### src/rtl/keypad_encoder_if.sv
// Character stream in, phone-keypad press/confirm pulses out.
interface keypad_encoder_if;
  logic [7:0] ascii_in;
  logic       ascii_valid;
  logic       ascii_ready;
  logic [7:0] btn;
  logic       btn_confirm;
  logic       busy;
  logic       char_done;
  logic       err;

  modport master (
    output ascii_in, ascii_valid,
    input  ascii_ready, btn, btn_confirm, busy, char_done, err
  );

  modport slave (
    input  ascii_in, ascii_valid,
    output ascii_ready, btn, btn_confirm, busy, char_done, err
  );
endinterface

### src/rtl/keypad_encoder.sv
// Encodes ASCII letters into multi-tap phone keypad presses (keys 2..9) followed
// by a confirm pulse; a 4-entry FIFO buffers incoming characters.
module keypad_encoder #(
  parameter int unsigned PRESS_CYCLES = 4,
  parameter int unsigned GAP_CYCLES   = 4
) (
  input logic            clk,
  input logic            rst,
  keypad_encoder_if.slave kif
);

  typedef enum logic [2:0] {IDLE, LOAD, PRESS, GAP, CONF, CGAP} state_t;

  typedef struct packed {
    logic       ok;
    logic [2:0] key;
    logic [2:0] cnt;
  } key_code_t;

  localparam logic [15:0] PRESS_LOAD = 16'(PRESS_CYCLES - 1);
  localparam logic [15:0] GAP_LOAD   = 16'(GAP_CYCLES - 1);

  function automatic logic [7:0] upcase(input logic [7:0] c);
    return (c >= 8'h61 && c <= 8'h7A) ? c - 8'h20 : c;
  endfunction

  function automatic logic encodable(input logic [7:0] c);
    logic [7:0] u;
    u = upcase(c);
    return (u >= 8'h41 && u <= 8'h5A);
  endfunction

  // Groups are three letters wide except PQRS and WXYZ.
  function automatic key_code_t decode(input logic [7:0] c);
    key_code_t  r;
    logic [4:0] off;
    r   = '0;
    off = 5'(upcase(c) - 8'h41);
    if (encodable(c)) begin
      r.ok = 1'b1;
      if (off < 5'd15) begin
        r.key = 3'(off / 5'd3);
        r.cnt = 3'(off % 5'd3 + 5'd1);
      end else if (off < 5'd19) begin
        r.key = 3'd5;
        r.cnt = 3'(off - 5'd14);
      end else if (off < 5'd22) begin
        r.key = 3'd6;
        r.cnt = 3'(off - 5'd18);
      end else begin
        r.key = 3'd7;
        r.cnt = 3'(off - 5'd21);
      end
    end
    return r;
  endfunction

  logic [7:0] mem [4];
  logic [1:0] wr_ptr;
  logic [1:0] rd_ptr;
  logic [2:0] count;
  logic       push;
  logic       pop;

  state_t     state;
  logic [15:0] phase;
  logic [2:0] presses;
  logic [2:0] key;
  logic [7:0] cur_char;
  key_code_t  cur_code;
  logic [7:0] btn_q;
  logic       confirm_q;
  logic       done_q;
  logic       err_q;

  assign push     = kif.ascii_valid && kif.ascii_ready;
  assign pop      = (state == IDLE) && (count != 3'd0);
  assign cur_code = decode(cur_char);

  always_ff @(posedge clk or posedge rst) begin
    if (rst) begin
      wr_ptr <= '0;
      rd_ptr <= '0;
      count  <= '0;
    end else begin
      if (push) wr_ptr <= wr_ptr + 2'd1;
      if (pop)  rd_ptr <= rd_ptr + 2'd1;
      case ({push, pop})
        2'b10:   count <= count + 3'd1;
        2'b01:   count <= count - 3'd1;
        default: count <= count;
      endcase
    end
  end

  always_ff @(posedge clk) begin
    if (push) mem[wr_ptr] <= kif.ascii_in;
  end

  always_ff @(posedge clk or posedge rst) begin
    if (rst) begin
      state     <= IDLE;
      phase     <= '0;
      presses   <= '0;
      key       <= '0;
      cur_char  <= '0;
      btn_q     <= '0;
      confirm_q <= 1'b0;
      done_q    <= 1'b0;
      err_q     <= 1'b0;
    end else begin
      done_q <= 1'b0;
      err_q  <= 1'b0;
      unique case (state)
        IDLE: begin
          if (pop) begin
            cur_char <= mem[rd_ptr];
            // err is registered, so it is raised here to be visible during LOAD
            err_q    <= !encodable(mem[rd_ptr]);
            state    <= LOAD;
          end
        end
        LOAD: begin
          if (cur_code.ok) begin
            key     <= cur_code.key;
            presses <= cur_code.cnt;
            btn_q   <= 8'd1 << cur_code.key;
            phase   <= PRESS_LOAD;
            state   <= PRESS;
          end else begin
            state <= IDLE;
          end
        end
        PRESS: begin
          if (phase == '0) begin
            btn_q <= '0;
            phase <= GAP_LOAD;
            state <= GAP;
          end else begin
            phase <= phase - 16'd1;
          end
        end
        GAP: begin
          if (phase == '0) begin
            phase <= PRESS_LOAD;
            if (presses > 3'd1) begin
              presses <= presses - 3'd1;
              btn_q   <= 8'd1 << key;
              state   <= PRESS;
            end else begin
              presses   <= '0;
              confirm_q <= 1'b1;
              state     <= CONF;
            end
          end else begin
            phase <= phase - 16'd1;
          end
        end
        CONF: begin
          if (phase == '0) begin
            confirm_q <= 1'b0;
            phase     <= GAP_LOAD;
            // a single-cycle CGAP is also its last cycle
            done_q    <= (GAP_LOAD == '0);
            state     <= CGAP;
          end else begin
            phase <= phase - 16'd1;
          end
        end
        CGAP: begin
          if (phase == '0) begin
            state <= IDLE;
          end else begin
            done_q <= (phase == 16'd1);
            phase  <= phase - 16'd1;
          end
        end
        default: state <= IDLE;
      endcase
    end
  end

  assign kif.ascii_ready = (count != 3'd4);
  assign kif.busy        = (state != IDLE) || (count != 3'd0);
  assign kif.btn         = btn_q;
  assign kif.btn_confirm = confirm_q;
  assign kif.char_done   = done_q;
  assign kif.err         = err_q;

endmodule
### src/flat_wrapper.sv
// flat-port wrapper written by rule: the top's interface ports become plain ports
module keypad_encoder_flat 
#(
  parameter int unsigned PRESS_CYCLES = 4,
  parameter int unsigned GAP_CYCLES   = 4
)
  (clk, rst, kif_ascii_in, kif_ascii_valid, kif_ascii_ready, kif_btn, kif_btn_confirm, kif_busy, kif_char_done, kif_err);
  keypad_encoder_if kif_i ();
  input logic clk;
  input logic rst;
  input wire logic [$bits(kif_i.ascii_in)-1:0] kif_ascii_in;
  input wire logic [$bits(kif_i.ascii_valid)-1:0] kif_ascii_valid;
  output wire logic [$bits(kif_i.ascii_ready)-1:0] kif_ascii_ready;
  output wire logic [$bits(kif_i.btn)-1:0] kif_btn;
  output wire logic [$bits(kif_i.btn_confirm)-1:0] kif_btn_confirm;
  output wire logic [$bits(kif_i.busy)-1:0] kif_busy;
  output wire logic [$bits(kif_i.char_done)-1:0] kif_char_done;
  output wire logic [$bits(kif_i.err)-1:0] kif_err;
  assign kif_i.ascii_in = kif_ascii_in;
  assign kif_i.ascii_valid = kif_ascii_valid;
  assign kif_ascii_ready = kif_i.ascii_ready;
  assign kif_btn = kif_i.btn;
  assign kif_btn_confirm = kif_i.btn_confirm;
  assign kif_busy = kif_i.busy;
  assign kif_char_done = kif_i.char_done;
  assign kif_err = kif_i.err;
  keypad_encoder #(.PRESS_CYCLES(PRESS_CYCLES), .GAP_CYCLES(GAP_CYCLES)) u_core (.clk(clk), .rst(rst), .kif(kif_i));
endmodule
### config.mk
export PLATFORM = sky130hd
export DESIGN_NAME = keypad_encoder_flat
export DESIGN_NICKNAME = d
export VERILOG_FILES = /design/src/rtl/keypad_encoder_if.sv /design/src/rtl/keypad_encoder.sv /design/src/flat_wrapper.sv
export SDC_FILE = /design/constraint.sdc
export NUM_CORES = 1
export LEC_CHECK = 0
export CAP_MARGIN = 40
export CORE_MARGIN = 4
export CORE_UTILIZATION = 45
export CTS_BUF_LIST = sky130_fd_sc_hd__clkbuf_8
export DETAILED_ROUTE_END_ITERATION = 16
export PLACE_DENSITY = 0.66
export SLEW_MARGIN = 20
export SYNTH_ARGS = -nofsm -noshare
export SYNTH_HDL_FRONTEND = slang
export SYNTH_SLANG_ARGS = --single-unit
### constraint.sdc
create_clock -name clk -period 6.4 [get_ports clk]
set_input_delay 0.96 -clock clk [delete_from_list [all_inputs] [get_ports clk]]
set_output_delay 0.96 -clock clk [all_outputs]
set_load 0.005 [all_outputs]
# [Yosys cells after proc, flatten, opt, wreduce, memory -nomap -nowiden]
# Memories as Yosys holds them, arrays and structs flattened.
# Index checks and enable logic that the tools add are counted.
[totals] register_bits=51 latch_bits=0 ramBits=32 mem_bits_ro=0 inputBits=11 output_inout_bits=13 word_cells=123 memories=1
[mem_list] memory="u_core.mem" depth=4 word_bits=8 rd=1 rd_clocked_by_memory_dff=0 write_ports=1 line_no="keypad_encoder.sv:58" text="logic [7:0] mem [4];"
[classes] add_sub_neg=13 n_mul=0 n_div=2 order_cmp=12 n_eq_ne=18 n_shift=2 mux=38 bitwise_logic=0 n_reduce_logical=25
[op_table] cell="$mux W16" count=3
[op_table] cell="$mux W8" count=6
[op_table] cell="$pmux W16 S3" count=1
[op_table] cell="$ge A8 B7 Y1 const B" count=4
[op_table] cell="$le A8 B7 Y1 const B" count=4
[op_table] cell="$mux W3" count=9
[op_table] cell="$pmux W8 S3" count=1
[op_table] cell="$pmux W3 S6" count=1
[op_table] cell="$eq A16 B1 Y1 const B" count=1
[op_table] cell="$logic_not A16 Y1" count=1
[op_table] cell="$shl A1 B3 Y8 const A" count=2
[op_table] cell="$sub A16 B1 Y16 const B" count=1
[op_table] cell="$sub A8 B6 Y8 const B" count=2
[op_table] cell="$ne A2 B1 Y1 const B" count=7
[op_table] cell="$mux W6" count=2
[op_table] cell="$pmux W3 S2" count=2
[op_table] cell="$reduce_bool A3 Y1" count=4
[op_table] cell="$lt A5 B5 Y1 const B" count=2
[op_table] cell="$reduce_and A5 Y1" count=2
[op_table] cell="$mux W1" count=9
[op_table] cell="$mux W7" count=1
[op_table] cell="$add A3 B1 Y3 const B" count=2
[op_table] cell="$eq A3 B2 Y1 const B" count=2
[op_table] cell="$eq A3 B3 Y1 const B" count=2
[op_table] cell="other kinds (26)" count=39

# [Depth between registers and ports, before layout]
[logic_depth] word_depth=12 depth_mapped=23 depth_no_buf=23

# [Worst setup path before layout]
# OpenSTA, ideal clock, no wires.
[synth_timing] kind="register to register" startpoint="reg u_core.cur_char[0], read port of u_core.mem" endpoint="reg u_core.presses[1]" setup_ns=0.133 arrival_time_ns=4.864 t_required_ns=6.267 path_slack_ns=1.404 stages_incl_launch_ff=22 path_buffers=0 cell_sequence="dfrtp_1 > clkinv_1 > ha_1 > nor3b_2 > xnor2_1 > inv_1 > ha_1 > a21o_2 > ha_1 > or3_4 > a211oi_4 > o32ai_2 > nor2_1 > a21oi_1 > ha_1 > a311oi_1 > o21ai_0 > nor3_2 > mux2_1 > ha_1 > o211ai_1 > a31oi_1"
[synth_via] elab_chain_len=11
[synth_lines] item="from (decl)" line_no="keypad_encoder.sv:69" text="logic [7:0] cur_char;"
[synth_lines] item="$ge A8 B7 Y1 or $le A8 B7 Y1 (tied branches)" line_no="keypad_encoder.sv:24" text="return (c >= 8'h61 && c <= 8'h7A) ? c - 8'h20 : c;"
[synth_lines] item="$logic_and A1 B1 Y1" line_no="keypad_encoder.sv:24"
[synth_lines] item="$mux W8 *" line_no="keypad_encoder.sv:24"
[synth_lines] item="parallel branches: the longest is 5 deep, another holds $sub A5 B1 Y5"
[synth_lines] item="$mux W7 *" line_no="keypad_encoder.sv:39" text="if (encodable(c)) begin"
[synth_lines] item="$mux W3" line_no="keypad_encoder.sv:124" text="if (cur_code.ok) begin"
[synth_lines] item="$pmux W3 S2" line_no="keypad_encoder.sv:114" text="unique case (state)"
[synth_lines] item="to (signal assigned)" line_no="keypad_encoder.sv:126" text="presses <= cur_code.cnt;"
[synth_lines] item="to (signal assigned)" line_no="keypad_encoder.sv:147" text="presses <= presses - 3'd1;"
[synth_lines] item="to (decl)" line_no="keypad_encoder.sv:67" text="logic [2:0] presses;"
# Every way passes the cells marked *. The select of a mux whose other input is x is not followed.
# A chain may end at the register's enable or synchronous reset.

# [Worst setup path in the final report]
# Ends and elaborated chain as after synthesis.

==> results.ini <==
[global_route]
grt_pass1_vias = 3325
grt_overflow = 0
grt_use_total_pct = 15.2
grt_pass1_wl_microns = 15600
antenna_found_initial = 0
grt_max_degree = 34

[layout]
num-fill-cells = 928
synthToLayoutAreaGrowth_pct = 12.1
drive_gt1_share_pct = 13.0
nNetsFinal = 510
final_area_sq_um = 5370
fin_util_pct = 52.0
n_antenna_cell = 0
final_cells = 612

[synth]
ys_top_cells_by_area = dfrtp_1 (27%), edfxtp_1 (20%), ha_1 (7.1%), mux4_2 (3.8%), o21ai_0 (3.0%)
synth_commonest_cells = dfrtp_1 (51), nand2_1 (38), nor2_1 (33)
synthAdderAreaFrac_pct = 7.48
synth-edff-count = 32
synthCells = 446
synth_compound_area_share_pct = 15.4
syn_area_sq_um = 4790
synth_cell_types = 81
yosysTopAreaCellShare_pct = 26.7
syn_nets = 485
async_flop_share_pct = 61.4
ys_ff_latch = 83
yosys_warnings = 0
synth_most_common_cell = dfrtp_1
ys.flop_type = dfrtp_1
synth-simple-area-share_pct = 16.5
synthMuxAreaShare_pct = 6.64
synth-xor-area-share_pct = 4.18
yosysSeqAreaShare_pct = 46.7
yosys.area.top_type = dfrtp_1
synth_top_family_by_area = simple AND/OR/NAND/NOR gates
synth.avg_cell_area_sq_um = 10.7

[route]
drt-pass1-iter-count = 4
avgViaCountPerCell = 5.50
drt-total-wl_microns = 9130
routedWlPerCell_microns = 14.9
antenna_left = 0
drtIter0Drc = 203
vias = 3364
drc = 0

[critical_path]
cpMostUsedCell = ha_1
critical_path_class = reg -> reg
worstSetupStartpoint = u_core.cur_char[0]
crit_fanout = 9
cp-end-kind = register
worst_path_largest_cell_delay_ns = 0.48
slowest_stage = dfrtp_1
start_kind = register
r2r_start = u_core.cur_char[0]
crit_arrival_ns = 5.85
path_cells = clkinv_1 > ha_1 > nor3b_2 > xnor2_1 > inv_1 > ha_1 > a21o_2 > ha_1 > or3_4 > a211oi_4 > o32ai_2 > nor2_1 > a21oi_1 > ha_1 > a311oi_1 > o21ai_0 > nor3_2 > mux2_1 > ha_1 > o211ai_1 > a31oi_1
cp.required_ns = 6.63

[placement]
numPortBuffers = 23
dp_hpwl_microns = 6670
dp.cells = 596
placed_cell_area_sq_um = 5160
place_congestion = 0.782

[hold_path]
hold_start = u_core.kif.btn[3]
worst_hold_path_type = reg -> reg

[flow_run]
maxCapViolCount = 0

[outcome]
outcome = finished, final reports clean

[clocking]
ctsResizeCount = 0
clock_path_buffers = 2
clkLatencyLatePin_ns = 0.35
tritoncts = yes
cts_setup_buffers = 0
cts_buffers = 9
clkTransAtPathRegs_ns = 0.10
clockRootBuffer = clkbuf_8
clock-sinks = 83
hold_buffers = 0
htree_levels = 3

[timing]
finalSetupViolations = 0
tightest_slew_ns = 0.677
fin_worst_skew_ns = 0.00825
fin_setup_tns_ns = 0
maxSlewHeadroom_pct = 54.5
slew_violations = 0
clock.fmax_ghz = 0.178
period_needed_ns = 5.62
rsz0062_at_grt = false
post-route-period-util_pct = 87.8
finalHoldViolCount = 0

[floorplanning]
die-area_sq_um = 12300
row_count = 37
fp.coreArea_sq_um = 10300
die_w_microns = 111
die_h_microns = 111
ios = 24
initial_core_util_pct = 46.4

-- metrics by stage --
step	setup slack (ns)	hold slack, ns
global route	0.251	0.523
floorplan	1.40	0.448
global placement	1.05	0.470
finish	0.780	0.492
CTS	0.774	0.498
detailed placement	0.829	0.475
-- layout make-up --
type                       count  area, sq um  area share (%)
timing repair buffer          25          258            4.80
tap                          136          170            3.17
multi-input combinational    326         2400            44.8
inverter                      26         97.6            1.82
clock inverter                 7         76.3            1.42
clock buffer                   9          124            2.31
sequential                    83         2240            41.7
-- per-layer routing --
layer / vias up / global-route usage (%) / part of all wire (%)
met5: - / 0 / 0
met4: 0 / 5.19 / 1.5
met3: 14 / 3.38 / 3.3
met2: 56 / 25.4 / 48
met1: 1615 / 19.7 / 47
li1: 1679 / - / -
-- path summary, 6_finish.rpt --
kind | to | slack (ns) | depth (start not counted)
setup / recovery | u_core.presses[1] | 0.78 | 21
hold / removal | u_core.kif.btn[3] | 0.49 | 2
setup reg to reg | u_core.presses[1] | 0.78 | 21
min in group asynchronous | u_core.phase[7] | 0.91 | 2
hold reg to reg | u_core.kif.btn[3] | 0.49 | 2
max in group asynchronous | u_core.presses[0] | 4.97 | 3
-- state kept, by name (all words and copies together) (netlist names) --
| register | flops |
|---|---|
| u_core.kif.err | 1 |
| u_core.wr_ptr | 2 |
| u_core.presses | 3 |
| u_core.key | 3 |
| u_core.cur_char | 8 |
| u_core.kif.btn | 8 |
| u_core.kif.btn_confirm | 1 |
| u_core.rd_ptr | 2 |
| u_core.state | 3 |
| u_core.phase | 16 |
| u_core.mem | 32 |
| u_core.count | 3 |
| u_core.kif.char_done | 1 |
-- worst max-delay path, delay by kind of cell (launching register included) --
family / cells / cell delay (ns)
AO/OA/AOI/OAI: 8 / 1.56
adder cells (fa/ha/maj): 5 / 1.39
multiplexers: 1 / 0.35
flip-flops: 1 / 0.48
XOR/XNOR: 1 / 0.30
AND/OR/NAND/NOR: 4 / 0.99
buffers and inverters: 2 / 0.41
-- cell usage in the layout (no fill, tap or decap), types with 3 or more instances in the layout --
cell | Yosys | routed
inv_1 | 23 | 22
and2_1 | 5 | 5
ha_1 | 27 | 27
nor2b_1 | 8 | 8
nor3_2 | 4 | 4
a21oi_1 | 22 | 22
nand3_1 | 7 | 7
or2_2 | 3 | 3
mux4_2 | 8 | 8
nor4_1 | 3 | 3
edfxtp_1 | 32 | 32
clkdlybuf4s50_1 | 0 | 23
inv_8 | 0 | 3
o211ai_1 | 4 | 4
o21ai_0 | 29 | 29
nor3_1 | 15 | 15
nand2b_1 | 4 | 4
nor2_1 | 33 | 33
clkbuf_8 | 0 | 9
or3_1 | 3 | 3
mux2i_1 | 4 | 4
o21ai_1 | 9 | 9
o31ai_1 | 4 | 4
a311oi_1 | 3 | 3
mux2_2 | 3 | 3
and3_1 | 5 | 5
xor2_1 | 9 | 9
nand2_1 | 38 | 38
a21o_1 | 3 | 3
or4_1 | 3 | 3
dfrtp_1 | 51 | 51
xnor2_1 | 12 | 12
inv_2 | 2 | 3
-- cells by family (layout without fill, tap and decap cells) --
family / Yosys count / in the layout
adder cells (fa/ha/maj): 28 / 28
buffers and inverters: 37 / 67
AO/OA/AOI/OAI: 108 / 108
multiplexers: 19 / 19
AND/OR/NAND/NOR: 149 / 149
flip-flops: 83 / 83
XOR/XNOR: 22 / 22
Power is left out: the tool's default activity adds up to more than one toggle a clock period on the data nets, which glitch-free logic cannot reach.
